==> config.mk <==
export PLATFORM = sky130hd
export DESIGN_NAME = restador_sync
export DESIGN_NICKNAME = d
export VERILOG_FILES = /design/src/rtl/restador_sync.sv
export SDC_FILE = /design/constraint.sdc
export NUM_CORES = 1
export LEC_CHECK = 0
export ABC_AREA = 1
export BUFFER_PORTS_ARGS = -buffer_cell sky130_fd_sc_hd__buf_2
export CELL_PAD_IN_SITES_DETAIL_PLACEMENT = 0
export CELL_PAD_IN_SITES_GLOBAL_PLACEMENT = 1
export CORE_MARGIN = 4
export CORE_UTILIZATION = 30
export CTS_CLUSTER_DIAMETER = 40
export DETAILED_ROUTE_END_ITERATION = 16
export PLACE_DENSITY_LB_ADDON = 0.1
export SYNTH_ARGS = -nofsm -noshare
export SYNTH_HDL_FRONTEND = slang
export SYNTH_SLANG_ARGS = --single-unit
==> constraint.sdc <==
create_clock -name clk -period 0.8 [get_ports clk]
set_input_delay 0.04 -clock clk [delete_from_list [all_inputs] [get_ports clk]]
set_output_delay 0.04 -clock clk [all_outputs]
set_load 0.1 [all_outputs]
==> src/rtl/restador_sync.sv <==
// Registered WIDTH-bit subtractor: restador = minuendo - sustraendo, built as
// minuendo + ~sustraendo + 1 on a ripple chain, with carry, zero and overflow flags.
module restador_sync #(
    parameter int WIDTH = 5
) (
    input  logic             clk,
    input  logic             rst_n,
    input  logic             in_valid,
    input  logic [WIDTH-1:0] minuendo,
    input  logic [WIDTH-1:0] sustraendo,
    output logic             out_valid,
    output logic [WIDTH-1:0] restador,
    output logic             C_out,
    output logic             zero,
    output logic             overflow
);

    localparam int MSB = WIDTH - 1;

    logic [WIDTH:0]   carry;
    logic [WIDTH-1:0] sustraendo_inv;
    logic [WIDTH-1:0] diff_next;
    logic             zero_next;
    logic             overflow_next;

    logic             out_valid_reg;
    logic [WIDTH-1:0] restador_reg;
    logic             c_out_reg;
    logic             zero_reg;
    logic             overflow_reg;

    // Carry-in of 1 supplies the "+1" of the two's-complement negation.
    assign carry[0]       = 1'b1;
    assign sustraendo_inv = ~sustraendo;

    generate
        for (genvar gi = 0; gi < WIDTH; gi++) begin : g_fa
            assign diff_next[gi] = minuendo[gi] ^ sustraendo_inv[gi] ^ carry[gi];
            assign carry[gi+1]   = (minuendo[gi] & sustraendo_inv[gi])
                                 | (carry[gi] & (minuendo[gi] ^ sustraendo_inv[gi]));
        end
    endgenerate

    assign zero_next     = (diff_next == '0);
    assign overflow_next = (minuendo[MSB] != sustraendo[MSB]) && (diff_next[MSB] != minuendo[MSB]);

    // Result and flags only load on valid, so garbage operands while idle are ignored.
    always_ff @(posedge clk or negedge rst_n) begin
        if (!rst_n) begin
            out_valid_reg <= 1'b0;
            restador_reg  <= '0;
            c_out_reg     <= 1'b0;
            zero_reg      <= 1'b0;
            overflow_reg  <= 1'b0;
        end else begin
            out_valid_reg <= in_valid;
            if (in_valid) begin
                restador_reg <= diff_next;
                c_out_reg    <= carry[WIDTH];
                zero_reg     <= zero_next;
                overflow_reg <= overflow_next;
            end
        end
    end

    assign out_valid = out_valid_reg;
    assign restador  = restador_reg;
    assign C_out     = c_out_reg;
    assign zero      = zero_reg;
    assign overflow  = overflow_reg;

endmodule

==> impl_results.md, run 1 <==
* Status: finished, violations left
* Violations in the final reports: negative setup slack
* Post-synth top area share at 0.452
* Die area at 2380 sq um
* # clock sinks at 9
* Final Setup Violations at 15
* Hold Crit Endpoint: restador[1]
* Nets at 102
* H-Tree Level Count at 1
* Final wirelength at 1.04 mm
* CP endpoint kind: flop
* P_leak at 0.440 nW
* Number of buffers created by CTS at 3
* First-pass GRT wire length at 1.84 mm
* WL per Instance at 10.6 um
* Layout area overhead at 82.7%
* Hold path depth at 3
* Xor and xnor area share after synthesis at 0
* # rows at 14
* Drt pass-1 iters at 4
* Height of the die at 48.7 um
* Setup Skew at 0 ps
* Worst-Margin Slew at 230 ps
* Initial detailed-routing violation count at 3
* Sequential fraction of the synthesis area at 0.452
* Library cells used by synthesis at 11
* Top cells by area, synth: dfrtp_1, fa_1, nand2_1
* Slew Limit Headroom at 0.846
* Req. time, crit path at 950 ps
* Post-Place Setup Slack at -1450 ps
* Final worst-path cycle share at 2.31
* Main combinational cell family by area after synthesis: adder cells
* WP data arrival at 1990 ps
* Top Ports at 22
* Clock Path Buffers at 2
* Largest net degree at the start of global routing at 13
* Ant. Diodes at 0
* Mapped Cells at 51
* DR DRC count at 0
* Post-synthesis simple-gate area fraction at 0.153
* Total core area at 1540 sq um
* Initial antenna violation count at 0
* Complex-gate fraction of the synthesized area at 0.0854
* # placed instances at 91
* GP Congestion at 0.778
* Achievable Freq at 542 MHz
* Vias at 412
* Post-synth top area cell: dfrtp_1
* Reg clk slew, reported paths at 60 ps
* Peak VDD IR at 0.00115 V
* Buffers on Ports at 21
* Layout cell share with drive strength beyond 1 at 0.622
* Pwr dens at 2190 nW/um^2
* Worst hold path class: primary input to flop
* Initial core utilization at 0.323
* Non-Filler Instances at 98
* Hold path startpoint: in_valid
* GR Overflow Total at 0
* Vias in the first global route at 424
* Synth Register Bits at 9
* Final count of hold timing violations at 0
* Launch point of the worst reg-to-reg path: restador[0]
* Flop2flop setup slack at 40 ps
* Crit Path Category: primary input to flop
* GRT Total Usage at 0.0964
* Hold WS at 41.5 ps
* Commonest non-fill, non-tap cell in the layout: nand2_1
* Vias per cell at 4.20
* HPWL Detailed at 833 um
* Reg2reg end: restador[0]
* Fin crit period at 1850 ps
* Number of fill cells at 137
* Post-synthesis average cell area at 9.76 sq um
* RSZ-0062 raised after global routing: yes
* Most frequent cells in the layout: nand2_1, buf_2, buf_12, dfrtp_2, inv_1
* Multiplexer share of the synthesized area at 0
* Critical Path Source Type: primary input
* Post-route ant nets at 0
* Warnings from Yosys at 0
* Worst reg2reg path depth at 1
* Post-Syn Nets at 70
* PnR worst setup slack at -1050 ps
* Largest register FFs at 5
* CTS tree: built
* Root buffer cell: clkbuf_4
* Die X at 48.7 um
* Worst-path fanout max at 3
* Final slew viol count at 0
* Synth Area in Adders at 0.211
* Clock latency on the worst-skew pair at 250 ps
* Post-Synthesis Cell Area at 498 sq um
* Maxcap violations at 0
## Yosys cell counts (all sizes together)
master and number:
o21a 1, inv 10, dfrtp 9, ha 2
nand3 1, nand2 16, fa 4, buf 1
nor2 3, o21ai 4
## what timing repair did
action	CTS	global route
gates resized for setup	6	3
buffers inserted	1	1
endpoints found under the setup margin	16	16
hold buffers	2	0
pin swaps	2	5
endpoints found under the hold margin	10	0
## cells by family (layout without fill, tap and decap cells)
kind of cell             Yosys count  count (layout)
AND/OR/NAND/NOR                   20              20
buffers and inverters             11              42
AO/OA/AOI/OAI                      5               5
adder cells (fa/ha/maj)            6               6
flip-flops                         9               9
## routing by layer
layer	global-route usage	up-vias	routed length [um]
li1	-	212	-
met1	0.118	186	433
met2	0.154	12	529
met3	0.0307	2	63
met4	0.0404	0	11
met5	0	-	0
## where the power goes
| part | leakage [nW] | internal (W) | switching (W) |
|---|---|---|---|
| Sequential | 0.102 | 0.000533 | 0.0000641 |
| Clock | 0.0150 | 0.000192 | 0.000156 |
| Combinational | 0.323 | 0.000419 | 0.000632 |
| Total | 0.440 | 0.00114 | 0.000851 |
## per-stage QoR
stage | instance area (sq um) | TNS, ps | power [W] | util
6_report | 910 | -5760 | 0.00200 | 0.590
5_1_grt | 910 | -6410 | 0.00211 | 0.590
4_1_cts | 898 | -5880 | 0.00201 | 0.583
3_5_place_dp | 827 | -7490 | 0.00162 | 0.537
3_3_place_gp | 827 | -7420 | 0.00161 | 0.537
2_1_floorplan | 548 | -5750 | 0.00120 | -
## how the worst max path moves through the flow
stage / from / to / slack (ps)
floorplan: minuendo[0] / zero / -1190
global placement: minuendo[0] / overflow / -1440
detailed placement: minuendo[0] / overflow / -1450
CTS: minuendo[0] / overflow / -1060
global route: minuendo[0] / zero / -1120
finish: minuendo[0] / overflow / -1050
## worst max-delay path, stage by stage
cell and delay (ps):
buf_12 90, inv_12 30, ha_4 140, inv_2 40, fa_2 180, inv_2 40, fa_2 330, fa_2 350
fa_2 560, nand2_1 60, nand3_1 80, nand2_1 50
## area by class of cell
type	count	area (sq um)	area share
sequential	9	240	0.264
timing repair buffer	28	327	0.359
inverter	10	50.0	0.0550
tap	16	20.0	0.0220
clock buffer	4	26.3	0.0289
multi-input combinational	31	246	0.271
No activity file was read; power rests on OpenSTA's default activity.
==> run 2: changes to the inputs <==
--- a/config.mk
+++ b/config.mk
@@ -9,10 +9,10 @@
 export BUFFER_PORTS_ARGS = -buffer_cell sky130_fd_sc_hd__buf_2
 export CELL_PAD_IN_SITES_DETAIL_PLACEMENT = 0
 export CELL_PAD_IN_SITES_GLOBAL_PLACEMENT = 1
-export CORE_MARGIN = 4
 export CORE_UTILIZATION = 30
 export CTS_CLUSTER_DIAMETER = 40
 export DETAILED_ROUTE_END_ITERATION = 16
+export MAX_ROUTING_LAYER = met4
 export PLACE_DENSITY_LB_ADDON = 0.1
 export SYNTH_ARGS = -nofsm -noshare
 export SYNTH_HDL_FRONTEND = slang
==> impl_results.md, run 2 (synthesis results as in run 1) <==
* DR DRC count at 0 (unchanged)
* Critical Path Source Type: primary input (unchanged)
* Placed inst area at 827 sq um (unchanged)
* Req. time, crit path at 960 ps (was 950 ps)
* Final Setup Violations at 15 (unchanged)
* Root buffer cell: clkbuf_4 (unchanged)
* Top Ports at 22 (unchanged)
* HPWL Detailed at 758 um (was 833 um)
* Hold path startpoint: in_valid (unchanged)
* Height of the die at 42.7 um (was 48.7 um)
* Worst hold path class: primary input to flop (unchanged)
* Die area at 1830 sq um (was 2380 sq um)
* Most frequent cells in the layout: nand2_1, buf_2, buf_12, dfrtp_2, inv_1 (unchanged)
* Post-route ant nets at 0 (unchanged)
* Buffers on Ports at 21 (unchanged)
* Uppermost layer routed: met4 (unchanged)
* # rows at 14 (unchanged)
* Final slew viol count at 0 (unchanged)
* Initial detailed-routing violation count at 4 (was 3)
* WL per Instance at 9.53 um (was 10.6 um)
* Initial antenna violation count at 0 (unchanged)
* Layout area overhead at 80.9% (was 82.7%)
* Slew Limit Headroom at 0.848 (was 0.846)
* Crit. Startpoint: minuendo[0] (unchanged)
* Worst-Margin Slew at 228 ps (was 230 ps)
* First-pass GRT wire length at 1.75 mm (was 1.84 mm)
* Launch point of the worst reg-to-reg path: restador[0] (unchanged)
* Worst-path fanout max at 3 (unchanged)
* Non-Filler Instances at 98 (unchanged)
* Setup TNS Final at -5760 ps (about the same)
* PnR worst setup slack at -1040 ps (was -1050 ps)
* Vias in the first global route at 405 (was 424)
* Layout cell share with drive strength beyond 1 at 0.634 (was 0.622)
* Clock Path Buffers at 2 (unchanged)
* Final Cell Area at 901 sq um (was 910 sq um)
* Initial core utilization at 0.327 (was 0.323)
* Drt pass-1 iters at 3 (was 4)
* M1 wire length at 433 um (unchanged)
* CP endpoint kind: flop (unchanged)
* Fin crit period at 1840 ps (was 1850 ps)
* Vias at 419 (was 412)
* Final worst-path cycle share at 2.30 (was 2.31)
* # clock sinks at 9 (unchanged)
* Metal2 WL at 437 um (was 529 um)
* Nets at 102 (unchanged)
* Violations in the final reports: negative setup slack (unchanged)
* Final count of hold timing violations at 0 (unchanged)
* CTS tree: built (unchanged)
* Maxcap violations at 0 (unchanged)
* GRT Total Usage at 0.137 (was 0.0964)
* Pwr dens at 2210 nW/um^2 (was 2190 nW/um^2)
* Peak VDD IR at 0.00145 V (was 0.00115 V)
* GP Congestion at 0.619 (was 0.778)
* P_leak at 0.436 nW (was 0.440 nW)
* Wire length on met3 at 60 um (was 63 um)
* Largest net degree at the start of global routing at 13 (unchanged)
* Clock latency on the worst-skew pair at 260 ps (was 250 ps)
* Setup Skew at 0 ps (unchanged)
* # placed instances at 91 (unchanged)
* GR Overflow Total at 0 (unchanged)
* WP data arrival at 2000 ps (was 1990 ps)
* Status: finished, violations left (unchanged)
* Largest register FFs at 5 (unchanged)
* Achievable Freq at 544 MHz (was 542 MHz)
* Commonest non-fill, non-tap cell in the layout: nand2_1 (unchanged)
* Number of buffers created by CTS at 3 (unchanged)
* Final wirelength at 934 um (was 1.04 mm)
* H-Tree Level Count at 1 (unchanged)
* Reg clk slew, reported paths at 60 ps (about the same)
* Number of fill cells at 124 (was 137)
* RSZ-0062 raised after global routing: yes (unchanged)
* Die X at 42.7 um (was 48.7 um)
* Flop2flop setup slack at 30 ps (was 40 ps)
* Crit Path Category: primary input to flop (unchanged)
* Ant. Diodes at 0 (unchanged)
* Total core area at 1520 sq um (was 1540 sq um)
* Vias per cell at 4.28 (was 4.20)
-- run 2: changes by cell type in the layout (fill, tap and decap cells not counted) --
cell / before / now
buf_6: 3 / 2
nor2_2: 0 / 1
buf_12: 10 / 9
buf_2: 10 / 11
buf_8: 0 / 1
nor2_1: 3 / 2
-- run 2: worst paths after layout --
kind	to	cells after the start
worst max-delay path	overflow	12
worst min-delay path	restador[1]	3
worst max register to register	restador[0]	1
worst min register to register	restador[4]	2
max in group asynchronous	restador[0]	2
min in group asynchronous	restador[2]	2
-- run 2: cell type report --
type,count,area (sq um),area share
repair buffers,28,315,0.350
flip-flops and latches,9,240,0.267
well taps,16,20.0,0.0222
clock buffers,4,26.3,0.0292
inverters,10,50.0,0.0556
multi-input cells,31,249,0.276
-- run 2: metrics by stage --
| stage | utilization | hold WS [ps] | power, W | setup slack [ps] |
|---|---|---|---|---|
| floorplan | - | -256 | 0.00120 | -1190 |
| global placement | 0.543 | -97.3 | 0.00161 | -1440 |
| detailed placement | 0.543 | -97.7 | 0.00162 | -1450 |
| CTS | 0.589 | 25.5 | 0.00202 | -1040 |
| global route | 0.591 | 57.5 | 0.00209 | -1120 |
| finish | 0.591 | 36.3 | 0.00199 | -1040 |
-- run 2: critical path: stages --
cell and delay [ps]:
buf_8 90, inv_12 30, ha_4 140, inv_2 50, fa_2 180, inv_2 40, fa_2 330, fa_2 350
fa_2 570, nand2_1 60, nand3_1 80, nand2_1 50
-- run 2: metal layers --
metal	vias to the layer above	track usage
met1	190	0.177
met3	2	0.0638
met4	0	0.0563
met2	14	0.185
met5	-	-
li1	213	-
-- run 2: report_power, final --
group | switching [W] | internal (W)
clock network | 0.000161 | 0.000192
logic | 0.000628 | 0.000411
registers | 0.0000653 | 0.000534
-- run 2: what timing repair did --
item                                    4_1_cts  5_1_grt
buffers inserted                              1        0
endpoints found under the setup margin       16       16
gates resized for setup                       6        1
hold buffers                                  2        0
pin swaps                                     2        1
hold endpoints to repair                     10        0
